$ cat src/rtl/audio_dac_tx.sv
// -----------------------------------------------------------------------------
// audio_dac_tx
//
// Serial transmitter for a DAC121S101-style DAC (Pmod DA2 wiring).
// Takes one 12-bit sample per valid/ready handshake and shifts out one
// 16-bit frame {2'b00, pd, sample} MSB first. The DAC samples DIN on the
// falling edge of SCLK. SYNC is held high for GAP_CYCLES between frames.
//
// Parameters:
//   CLK_DIV     CLOCK cycles per SCLK half-period (>= 1)
//   GAP_CYCLES  CLOCK cycles SYNC stays high between frames (>= 1)
//
// Ports:
//   CLOCK         system clock
//   RESET         asynchronous, active-high reset
//   sample[11:0]  unsigned sample to transmit
//   pd[1:0]       DAC power-down bits (00 = normal operation)
//   sample_valid  producer offers a sample
//   sample_ready  block can accept a sample (registered)
//   busy          frame or inter-frame gap in progress (registered)
//   frame_done    one-cycle pulse in the cycle SYNC returns high (registered)
//   dac_sync_n    DAC SYNC, active low (registered)
//   dac_sclk      DAC serial clock, idles high (registered)
//   dac_din       DAC serial data, MSB first (registered)
// -----------------------------------------------------------------------------
module audio_dac_tx #(
  parameter int CLK_DIV    = 4,
  parameter int GAP_CYCLES = 8
) (
  input  logic        CLOCK,
  input  logic        RESET,
  input  logic [11:0] sample,
  input  logic [1:0]  pd,
  input  logic        sample_valid,
  output logic        sample_ready,
  output logic        busy,
  output logic        frame_done,
  output logic        dac_sync_n,
  output logic        dac_sclk,
  output logic        dac_din
);

  localparam int DIV_W = (CLK_DIV > 1) ? $clog2(CLK_DIV) : 1;
  localparam int GAP_W = (GAP_CYCLES > 1) ? $clog2(GAP_CYCLES) : 1;

  localparam logic [DIV_W-1:0] DIV_LAST  = DIV_W'(CLK_DIV - 1);
  localparam logic [GAP_W-1:0] GAP_LAST  = GAP_W'(GAP_CYCLES - 1);
  localparam logic [DIV_W-1:0] DIV_ZERO  = DIV_W'(0);
  localparam logic [DIV_W-1:0] DIV_ONE   = DIV_W'(1);
  localparam logic [GAP_W-1:0] GAP_ZERO  = GAP_W'(0);
  localparam logic [GAP_W-1:0] GAP_ONE   = GAP_W'(1);
  // 32 SCLK half-periods per frame; the last one closes the frame.
  localparam logic [4:0]       HALF_LAST = 5'd31;

  typedef enum logic [1:0] {
    ST_IDLE  = 2'd0,
    ST_SHIFT = 2'd1,
    ST_GAP   = 2'd2
  } state_t;

  state_t state_r;
  state_t next_state_s;

  logic [DIV_W-1:0] div_cnt_r;
  logic [DIV_W-1:0] div_cnt_s;
  logic [4:0]       half_cnt_r;
  logic [4:0]       half_cnt_s;
  logic [GAP_W-1:0] gap_cnt_r;
  logic [GAP_W-1:0] gap_cnt_s;
  // Holds the 15 bits still to be presented; bit 15 goes straight to DIN.
  logic [14:0]      shreg_r;
  logic [14:0]      shreg_s;

  logic ready_r;
  logic ready_s;
  logic busy_r;
  logic busy_s;
  logic done_r;
  logic done_s;
  logic sync_n_r;
  logic sync_n_s;
  logic sclk_r;
  logic sclk_s;
  logic din_r;
  logic din_s;

  logic        accept_s;
  logic        tick_s;
  logic        last_half_s;
  logic        gap_end_s;
  logic [15:0] frame_word_s;

  assign accept_s     = sample_valid && ready_r;
  assign tick_s       = (div_cnt_r == DIV_LAST);
  assign last_half_s  = (half_cnt_r == HALF_LAST);
  assign gap_end_s    = (gap_cnt_r == GAP_LAST);
  assign frame_word_s = {2'b00, pd, sample};

  assign sample_ready = ready_r;
  assign busy         = busy_r;
  assign frame_done   = done_r;
  assign dac_sync_n   = sync_n_r;
  assign dac_sclk     = sclk_r;
  assign dac_din      = din_r;

  // State register.
  always_ff @(posedge CLOCK or posedge RESET) begin
    if (RESET) begin
      state_r <= ST_IDLE;
    end else begin
      state_r <= next_state_s;
    end
  end

  // Next-state logic.
  always_comb begin
    next_state_s = state_r;
    case (state_r)
      ST_IDLE: begin
        if (accept_s) begin
          next_state_s = ST_SHIFT;
        end else begin
          next_state_s = ST_IDLE;
        end
      end
      ST_SHIFT: begin
        if (tick_s && last_half_s) begin
          next_state_s = ST_GAP;
        end else begin
          next_state_s = ST_SHIFT;
        end
      end
      ST_GAP: begin
        if (gap_end_s) begin
          next_state_s = ST_IDLE;
        end else begin
          next_state_s = ST_GAP;
        end
      end
      default: begin
        next_state_s = ST_IDLE;
      end
    endcase
  end

  // Next values of the datapath and of every (registered) output.
  always_comb begin
    div_cnt_s  = div_cnt_r;
    half_cnt_s = half_cnt_r;
    gap_cnt_s  = gap_cnt_r;
    shreg_s    = shreg_r;
    ready_s    = ready_r;
    done_s     = 1'b0;
    sync_n_s   = sync_n_r;
    sclk_s     = sclk_r;
    din_s      = din_r;

    case (state_r)
      ST_IDLE: begin
        if (accept_s) begin
          // Capture happens only here; later input changes are ignored.
          shreg_s    = frame_word_s[14:0];
          din_s      = frame_word_s[15];
          sync_n_s   = 1'b0;
          sclk_s     = 1'b1;
          ready_s    = 1'b0;
          div_cnt_s  = DIV_ZERO;
          half_cnt_s = 5'd0;
        end else begin
          ready_s    = 1'b1;
        end
      end

      ST_SHIFT: begin
        if (tick_s) begin
          div_cnt_s = DIV_ZERO;
          if (last_half_s) begin
            // Closing half-period after the 16th fall: end the frame.
            sclk_s    = 1'b1;
            sync_n_s  = 1'b1;
            din_s     = 1'b0;
            done_s    = 1'b1;
            gap_cnt_s = GAP_ZERO;
          end else if (!half_cnt_r[0]) begin
            // Even half index: falling edge, DIN already holds the bit.
            sclk_s     = 1'b0;
            half_cnt_s = half_cnt_r + 5'd1;
          end else begin
            // Odd half index: rising edge, advance DIN to the next bit.
            sclk_s     = 1'b1;
            din_s      = shreg_r[14];
            shreg_s    = {shreg_r[13:0], 1'b0};
            half_cnt_s = half_cnt_r + 5'd1;
          end
        end else begin
          div_cnt_s = div_cnt_r + DIV_ONE;
        end
      end

      ST_GAP: begin
        if (gap_end_s) begin
          ready_s   = 1'b1;
        end else begin
          gap_cnt_s = gap_cnt_r + GAP_ONE;
        end
      end

      default: begin
        ready_s  = 1'b1;
        sync_n_s = 1'b1;
        sclk_s   = 1'b1;
        din_s    = 1'b0;
      end
    endcase

    busy_s = !ready_s;
  end

  // Datapath and output registers.
  always_ff @(posedge CLOCK or posedge RESET) begin
    if (RESET) begin
      div_cnt_r  <= DIV_ZERO;
      half_cnt_r <= 5'd0;
      gap_cnt_r  <= GAP_ZERO;
      shreg_r    <= 15'd0;
      ready_r    <= 1'b1;
      busy_r     <= 1'b0;
      done_r     <= 1'b0;
      sync_n_r   <= 1'b1;
      sclk_r     <= 1'b1;
      din_r      <= 1'b0;
    end else begin
      div_cnt_r  <= div_cnt_s;
      half_cnt_r <= half_cnt_s;
      gap_cnt_r  <= gap_cnt_s;
      shreg_r    <= shreg_s;
      ready_r    <= ready_s;
      busy_r     <= busy_s;
      done_r     <= done_s;
      sync_n_r   <= sync_n_s;
      sclk_r     <= sclk_s;
      din_r      <= din_s;
    end
  end

endmodule

$ cat config.mk
export PLATFORM = sky130hd
export DESIGN_NAME = audio_dac_tx
export DESIGN_NICKNAME = d
export VERILOG_FILES = /design/src/rtl/audio_dac_tx.sv
export SDC_FILE = /design/constraint.sdc
export NUM_CORES = 1
export LEC_CHECK = 0
export CAP_MARGIN = 0
export CORE_MARGIN = 5
export CORE_UTILIZATION = 51
export CTS_BUF_LIST = sky130_fd_sc_hd__clkbuf_4 sky130_fd_sc_hd__clkbuf_8
export CTS_CLUSTER_DIAMETER = 40
export CTS_CLUSTER_SIZE = 20
export DETAILED_ROUTE_END_ITERATION = 7
export GPL_ROUTABILITY_DRIVEN = 0
export PLACE_DENSITY = 0.78
export SLEW_MARGIN = 20
export SYNTH_ARGS = -nofsm -noshare
export SYNTH_HDL_FRONTEND = slang
export SYNTH_SLANG_ARGS = --single-unit
$ cat constraint.sdc
create_clock -name CLOCK -period 2.02 [get_ports CLOCK]
set_input_delay 0.404 -clock CLOCK [delete_from_list [all_inputs] [get_ports CLOCK]]
set_output_delay 0.404 -clock CLOCK [all_outputs]
set_load 0.02 [all_outputs]
# After elaboration in Yosys (flattened, before gate mapping)
# Index checks and enable logic that the tools add are counted.
# classes
addsub,3
eq_ne,12
n_mux,39
bitwise_logic,1
n_reduce_logical,13
# op_table
operator,count
2-to-1 mux 15 bit,4
one-hot mux 15 bit (2 select lines),1
2-to-1 mux 1 bit,16
AND reduction 4 bit,4
2-to-1 mux 5 bit,3
"inequality test 2 bit, second input constant",6
one-hot mux 1 bit (3 select lines),4
one-hot mux 5 bit (2 select lines),1
2-to-1 mux 3 bit,3
2-to-1 mux 2 bit,4
one-hot mux 2 bit (3 select lines),1
one-hot mux 3 bit (2 select lines),1
"adder 5 x 1 -> 5 bit, second input constant",1
"== test 5 bit, second input constant",1
AND reduction 5 bit,1
"== test 2 bit, second input constant",2
one-hot mux 2 bit (2 select lines),1
nonzero test 2 bit,2
"adder 3 x 1 -> 3 bit, second input constant",1
"== test 3 bit, second input constant",1
"inequality test 3 bit, second input constant",1
AND reduction 3 bit,1
"adder 2 x 1 -> 2 bit, second input constant",1
"== test 2 x 1 -> 1 bit, second input constant",1
other kinds (5),6
# word_totals
reg_bits,33
input_bits,17
out_inout_bits,6
wordCells,79

# Logic depth before layout (Yosys ltp)
# Gate-level depths: netlist of run 1.
# logic_depth
ltp_word,4
mapped_depth,8
depth_no_buf,6

# Least setup slack after synthesis of run 1
# Ideal clock, no wire load.
# synth_timing
path_kind,reg-to-reg
startpoint,reg half_cnt_r[0]
endpoint,reg shreg_r[10]
setup_ps,125
arrival_time_ps,1803
required_ps,1895
setup_slack_ps,91
path_stages_with_launch,9
path_buffers,2
synth_period_minus_slack_ps,1929
cell_sequence,dfrtp_1 > ha_1 > and3_1 > ha_1 > and4bb_4 > and2_1 > buf_4 > buf_6 > o22ai_1
# synth_via
elab_chain_len,3
elab_cells_between_ends,4
cone_classes,eq/ne (3); reduce/logical (1)
# synth_lines
element,line_no,text
start: declaration,66,logic [4:0] half_cnt_r;
start signal: assignment,234,half_cnt_r <= half_cnt_s;
== test 5 bit,95,assign last_half_s = (half_cnt_r == HALF_LAST);
inequality test 2 bit (no line),--,
AND reduction 5 bit (no line) *,--,
end signal: assignment,236,shreg_r <= shreg_s;
end: declaration,71,logic [14:0] shreg_r;
# Every way passes the cells marked *; elsewhere a longest branch is shown, timed or not.
# A chain may end at the register's enable or synchronous reset.

# Final worst setup path of run 1
# layout_timing
startpoint,reg ready_r (netlist: sample_ready)
endpoint,out sample_ready
# layout_lines
element,line_no,text
start: declaration,74,logic ready_r;
start signal: assignment,237,ready_r <= ready_s;
end: declaration,35,"output logic sample_ready,"
# No word-level cell between the ends.

==> summary.txt, run 1 <==
sequential-to-total area share from yosys stat = 48.4%
I/O Buffers = 22
Die Width = 68.0 um
Netlist Area Pre-Place = 1720 um^2
CP Depth = 1
worst slew pin tran = 411 ps
Max Freq = 514 MHz
HP Class = in -> async
cts bufs inserted = 5
endpoints failing setup = 0
Hold-fix buffers, CTS = 0
clock period minus worst slack = 1950 ps
placeable core region = 3280 um^2
pwr dens = 547 nW/um^2
FF/Latch Area = 830 um^2
die height = 68.0 um
clock latency on the worst-skew pair = 340 ps
most common cell after layout, fill and taps aside = dfrtp_1
Worst EP required = 1620 ps
antenna violations before repair = 0
1st-iter DRT viols = 101
status = completed
Setup Crit Path Kind = reg -> out
Worst setup startpoint = sample_ready
io pins = 23
Critical R2R Capture = shreg_r[13]
post-synth top area cell = dfrtp_1
Vias/cell = 5.68
Row Count = 21
Filler Cell Count = 271
CTS Root Cell = clkbuf_4
postcts setup bufs = 0
Starting Density = 52.2%
Hold Worst Slack = 441 ps
Critical-path top delay cell = clkdlybuf4s50_1
vias = 1364
Worst Setup Start Kind = register
commonest cells after routing, fill and taps aside = 30 x dfrtp_1, 22 x clkdlybuf4s50_1, 21 x nand2_1, 19 x a21oi_1
clock slew at reported path FFs = 110 ps
CP endpoint = sample_ready
pre-CTS WS = 116 ps
area occupied by multi-input gates = 806 um^2
final setup TNS = 0 ps
cells after synthesis = 167
Mapped Avg Cell Area = 10.3 um^2
slew margin rel. = 72.5%
Synth area leaders = dfrtp_1 44%, and4b_1 7.6%, a21oi_1 5.5%, o22ai_1 4.7%, dfstp_2 4.6%
clock buffer depth = 2
placed insts = 232
#FFs+latches synth = 33
Yosys top cell area share = 43.8%
CTS tree = built
syn nets = 190
GRT overflow = 0
largest net degree at the start of global routing = 34
FFs w/ async S/R, synth = 100%
Max FO, Critical Path = 7
Max Clock Skew = 17.0 ps
Leakage Power = 0.000969 uW
first-pass GRT wire length = 6.10 mm
Reg2Reg Depth = 7
number of gates resized after CTS = 0
family with the most delay on the worst path = buffers and inverters
non-filler cells, final = 240
Pre-antenna DRT Iters = 4
antenna diode count = 0
drt wl/cell = 15.4 um
Yosys warning count = 0
pins over their slew limit = 0
unrepaired setup endpoints after global routing = false
element type at the critical path end = output port
vias in the first global route = 1310
Final ANT Viol Nets = 0
number of enable flip-flop cells after synthesis = 0
crit-path cells = clkdlybuf4s50_1
final net count = 216
CTS H-tree depth = 2
slowest cell delay on critical path = 610 ps
r2r startpoint = half_cnt_r[0]
# Max-Cap Violations = 0
Design Power = 1130 uW
post-DP HPWL = 2.55 mm
CP Buf/Inv Count = 1
Final period util = 96.3%
VDD IR max = 0.284 mV
Synth cell types = 40
final hold vios = 0
total track usage = 18.0%
clk sink count = 33
die area = 4620 um^2
Arrival @ worst endpoint = 1540 ps
layout cells sized above 1 = 16.0%
Area Growth Syn to Fin = 20.4%
DRC = 0
WL final = 3.70 mm
Final WS setup = 74.2 ps
r2r setup slk = 130 ps
top_reg_cell synth = dfrtp_1
-- metal layers --
metal | up-vias | wire (um) | GRT usage (%) | share of wire, %
met5 | - | 0 | 0 | 0
met4 | 0 | 57 | 7.44 | 1.5
met3 | 6 | 216 | 5.75 | 5.8
met2 | 33 | 1760 | 28.5 | 48
met1 | 655 | 1660 | 22.7 | 45
li1 | 670 | - | - | -
-- stage by stage --
stage | instance area (um^2) | utilization, %
6_report | 2070 | 62.9
5_1_grt | 2070 | 62.9
4_1_cts | 2070 | 62.9
3_5_place_dp | 2000 | 60.8
3_3_place_gp | 2000 | 60.8
2_1_floorplan | 1720 | -
-- registers in the layout, summed over array words and instances (netlist names) --
signal and cells:
shreg_r 15, half_cnt_r 5, gap_cnt_r 3, div_cnt_r 2, state_r 2, busy 1
dac_din 1, dac_sclk 1, dac_sync_n 1, frame_done 1, sample_ready 1
-- how the worst min path moves through the flow --
stage	startpoint	to	slack, ps	cells past startpoint
2_1_floorplan	div_cnt_r[0]	div_cnt_r[0]	450	1
4_1_cts	RESET	shreg_r[4]	450	3
3_5_place_dp	div_cnt_r[0]	div_cnt_r[0]	490	1
3_3_place_gp	gap_cnt_r[0]	gap_cnt_r[0]	470	1
6_report	RESET	shreg_r[1]	440	3
5_1_grt	RESET	shreg_r[4]	480	3
-- where the power goes --
part / internal, uW / total, uW / switching, uW
Sequential: 660 / 660 / 0
Combinational: 28.6 / 46.4 / 17.8
Clock: 202 / 424 / 222
Total: 891 / 1130 / 240
-- area by class of cell --
type	instances	share of cell area [%]
clock buffers	7	3.15
clock inverters	1	0.242
inverters	2	0.363
multi-input cells	119	39.0
flip-flops and latches	33	40.2
well taps	46	2.79
repair buffers	32	14.3
-- cells by family after synthesis --
| group | count (synthesis) | synth area share [%] |
|---|---|---|
| adder cells (fa/ha/maj) | 6 | 4.38 |
| buffers and inverters | 15 | 4.67 |
| AND/OR/NAND/NOR | 63 | 24.0 |
| AO/OA/AOI/OAI | 48 | 17.4 |
| multiplexers | 2 | 1.24 |
| flip-flops | 33 | 48.4 |
-- cell usage after synthesis, types with 3 or more instances --
cell type / instances
o22ai_1: 13
clkbuf_1: 3
nand2_1: 21
o21ai_0: 6
and4b_1: 13
dfstp_2: 3
a21oi_1: 19
a22o_1: 4
nor2_1: 5
buf_2: 6
dfrtp_1: 30
ha_1: 6
nand3_1: 6
Note: power is estimated with default switching activity, not from simulation.
==> run 2, diff against run 1 <==
GPL_TIMING_DRIVEN = 0   (was default)
==> run 2 against run 1 <==
  * Non-clock buffer count rose by 5
  * Routed wire length rose by 9.3%
  * Critical path depth rose by 7
  * Hold slack improved by 42 ps
  * Clock power fell by 0.9%
  * Via count rose by 2.8%
  * Critical path type is now reg -> reg
  * Largest power group unchanged
  * Highest routed layer unchanged
==> summary.txt, run 2 (same netlist as run 1, synthesis figures left out) <==
family with the most delay on the worst path = simple AND/OR/NAND/NOR gates (was buffers and inverters)
io pins = 23 (unchanged)
GRT overflow = 0 (unchanged)
Final ANT Viol Nets = 0 (unchanged)
Die Width = 68.0 um (unchanged)
Top Registers = shreg_r (15), half_cnt_r (5), gap_cnt_r (3) (unchanged)
Critical-path top delay cell = dfrtp_2 (was clkdlybuf4s50_1)
Starting Density = 52.2% (unchanged)
Reg with most FFs = shreg_r (unchanged)
Filler Cell Count = 276 (was 271)
1st-iter DRT viols = 108 (was 101)
Hold Worst Slack = 483 ps (was 441 ps)
commonest cells after routing, fill and taps aside = 29 x dfrtp_1, 22 x clkdlybuf4s50_1, 21 x nand2_1, 19 x a21oi_1 (was 30 x dfrtp_1, 22 x clkdlybuf4s50_1, 21 x nand2_1, 19 x a21oi_1)
Final WS setup = 55.0 ps (was 74.2 ps)
clock buffer depth = 2 (unchanged)
most common cell after layout, fill and taps aside = dfrtp_1 (unchanged)
Row Count = 21 (unchanged)
clock period minus worst slack = 1970 ps (was 1950 ps)
I/O Buffers = 22 (unchanged)
endpoints failing setup = 0 (unchanged)
die area = 4620 um^2 (unchanged)
Pre-antenna DRT Iters = 4 (unchanged)
Max Freq = 509 MHz (was 514 MHz)
first-pass GRT wire length = 7.01 mm (was 6.10 mm)
Max FO, Critical Path = 10 (was 7)
DRC = 0 (unchanged)
met3 usage = 5.09% (was 5.75%)
M2 GR Usage = 33.6% (was 28.5%)
slew margin rel. = 54.8% (was 72.5%)
Max Clock Skew = 13.0 ps (was 17.0 ps)
Setup Crit Path Kind = reg -> reg (was reg -> out)
antenna violations before repair = 0 (unchanged)
Area Growth Syn to Fin = 21.3% (was 20.4%)
r2r startpoint = half_cnt_r[0] (unchanged)
HP Class = in -> async (unchanged)
final setup TNS = 0 ps (unchanged)
CP Buf/Inv Count = 2 (was 1)
die height = 68.0 um (unchanged)
Reg2Reg Depth = 8 (was 7)
Worst Setup Start Kind = register (unchanged)
cts bufs inserted = 5 (unchanged)
clock slew at reported path FFs = 110 ps (about the same)
Worst EP required = 2240 ps (was 1620 ps)
pwr dens = 541 nW/um^2 (was 547 nW/um^2)
vias = 1402 (was 1364)
CTS tree = built (unchanged)
slowest cell delay on critical path = 420 ps (was 610 ps)
CTS H-tree depth = 2 (unchanged)
met1 usage = 25.6% (was 22.7%)
worst slew pin tran = 677 ps (was 411 ps)
clk sink count = 33 (unchanged)
# Max-Cap Violations = 0 (unchanged)
total track usage = 20.5% (was 18.0%)
drt wl/cell = 16.5 um (was 15.4 um)
Final period util = 97.3% (was 96.3%)
max FFs per register = 15 (unchanged)
antenna diode count = 0 (unchanged)
status = completed (unchanged)
pins over their slew limit = 0 (unchanged)
VDD IR max = 0.341 mV (was 0.284 mV)
layout cells sized above 1 = 18.1% (was 16.0%)
GR peak layer = met2 (unchanged)
pre-CTS WS = -91.7 ps (was 116 ps)
WL final = 4.04 mm (was 3.70 mm)
final hold vios = 0 (unchanged)
CP most frequent cell = ha_1
element type at the critical path end = register (was output port)
Vias/cell = 5.72 (was 5.68)
r2r setup slk = 50 ps (was 130 ps)
largest net degree at the start of global routing = 34 (unchanged)
CTS Root Cell = clkbuf_4 (unchanged)
crit-path cells = ha_1, and3_4, ha_1, and4bb_4, and2_1, buf_4, buf_6, o22ai_1 (was clkdlybuf4s50_1)
placeable core region = 3280 um^2 (unchanged)
final net count = 221 (was 216)
Critical R2R Capture = shreg_r[2] (was shreg_r[13])
post-DP HPWL = 2.90 mm (was 2.55 mm)
clock latency on the worst-skew pair = 340 ps (about the same)
Arrival @ worst endpoint = 2190 ps (was 1540 ps)
Leakage Power = 0.000971 uW (was 0.000969 uW)
vias in the first global route = 1490 (was 1310)
run 2: cell types whose count changed in the layout (fill, tap and decap cells not counted), moves of 2 or more:
cell / previous run / this run
clkbuf_4: 5 / 7
buf_4: 10 / 4
buf_2: 0 / 6
clkbuf_1: 0 / 3
run 2: worst max-delay path by stage:
stage | to | slack (ps) | from | cells after the start
floorplan | shreg_r[10] | 90 | half_cnt_r[0] | 8
global placement | shreg_r[10] | -60 | half_cnt_r[0] | 8
detailed placement | shreg_r[5] | -90 | half_cnt_r[0] | 8
CTS | shreg_r[2] | 20 | half_cnt_r[0] | 8
global route | shreg_r[2] | -9 | half_cnt_r[0] | 8
finish | shreg_r[2] | 50 | half_cnt_r[0] | 8
run 2: area by class of cell:
class	count	area (um^2)	area share (%)
plain buffers	13	72.6	3.49
repair buffers	24	235	11.3
clock buffers	8	66.3	3.19
flip-flops and latches	33	831	39.9
well taps	46	57.6	2.77
inverters	2	7.51	0.361
multi-input cells	119	811	39.0
run 2: power by group:
| group | internal [uW] | total, uW | switching (uW) |
|---|---|---|---|
| Combinational | 27.3 | 45.2 | 17.9 |
| Sequential | 660 | 660 | 0 |
| Clock | 199 | 420 | 221 |
| Total | 886 | 1130 | 239 |
run 2: stage by stage:
| stage | total power, uW | std cells | cell area, um^2 | utilization, % |
|---|---|---|---|---|
| 2_1_floorplan | 683 | 167 | 1720 | - |
| 3_3_place_gp | 719 | 235 | 1990 | 60.7 |
| 3_5_place_dp | 719 | 235 | 1990 | 60.7 |
| 4_1_cts | 1130 | 244 | 2070 | 63.0 |
| 5_1_grt | 1170 | 245 | 2080 | 63.4 |
| 6_report | 1130 | 245 | 2080 | 63.4 |
run 2: metal layers:
layer	wire length, um	vias up
met5	0	-
met4	66	0
met3	147	7
met2	2020	27
met1	1800	685
li1	-	683
run 2: repair_timing:
action	in CTS	in global routing
hold buffers	0	0
pin swaps	0	1
gates resized for setup	1	1
setup endpoints to repair	10	10
buffers inserted	1	1
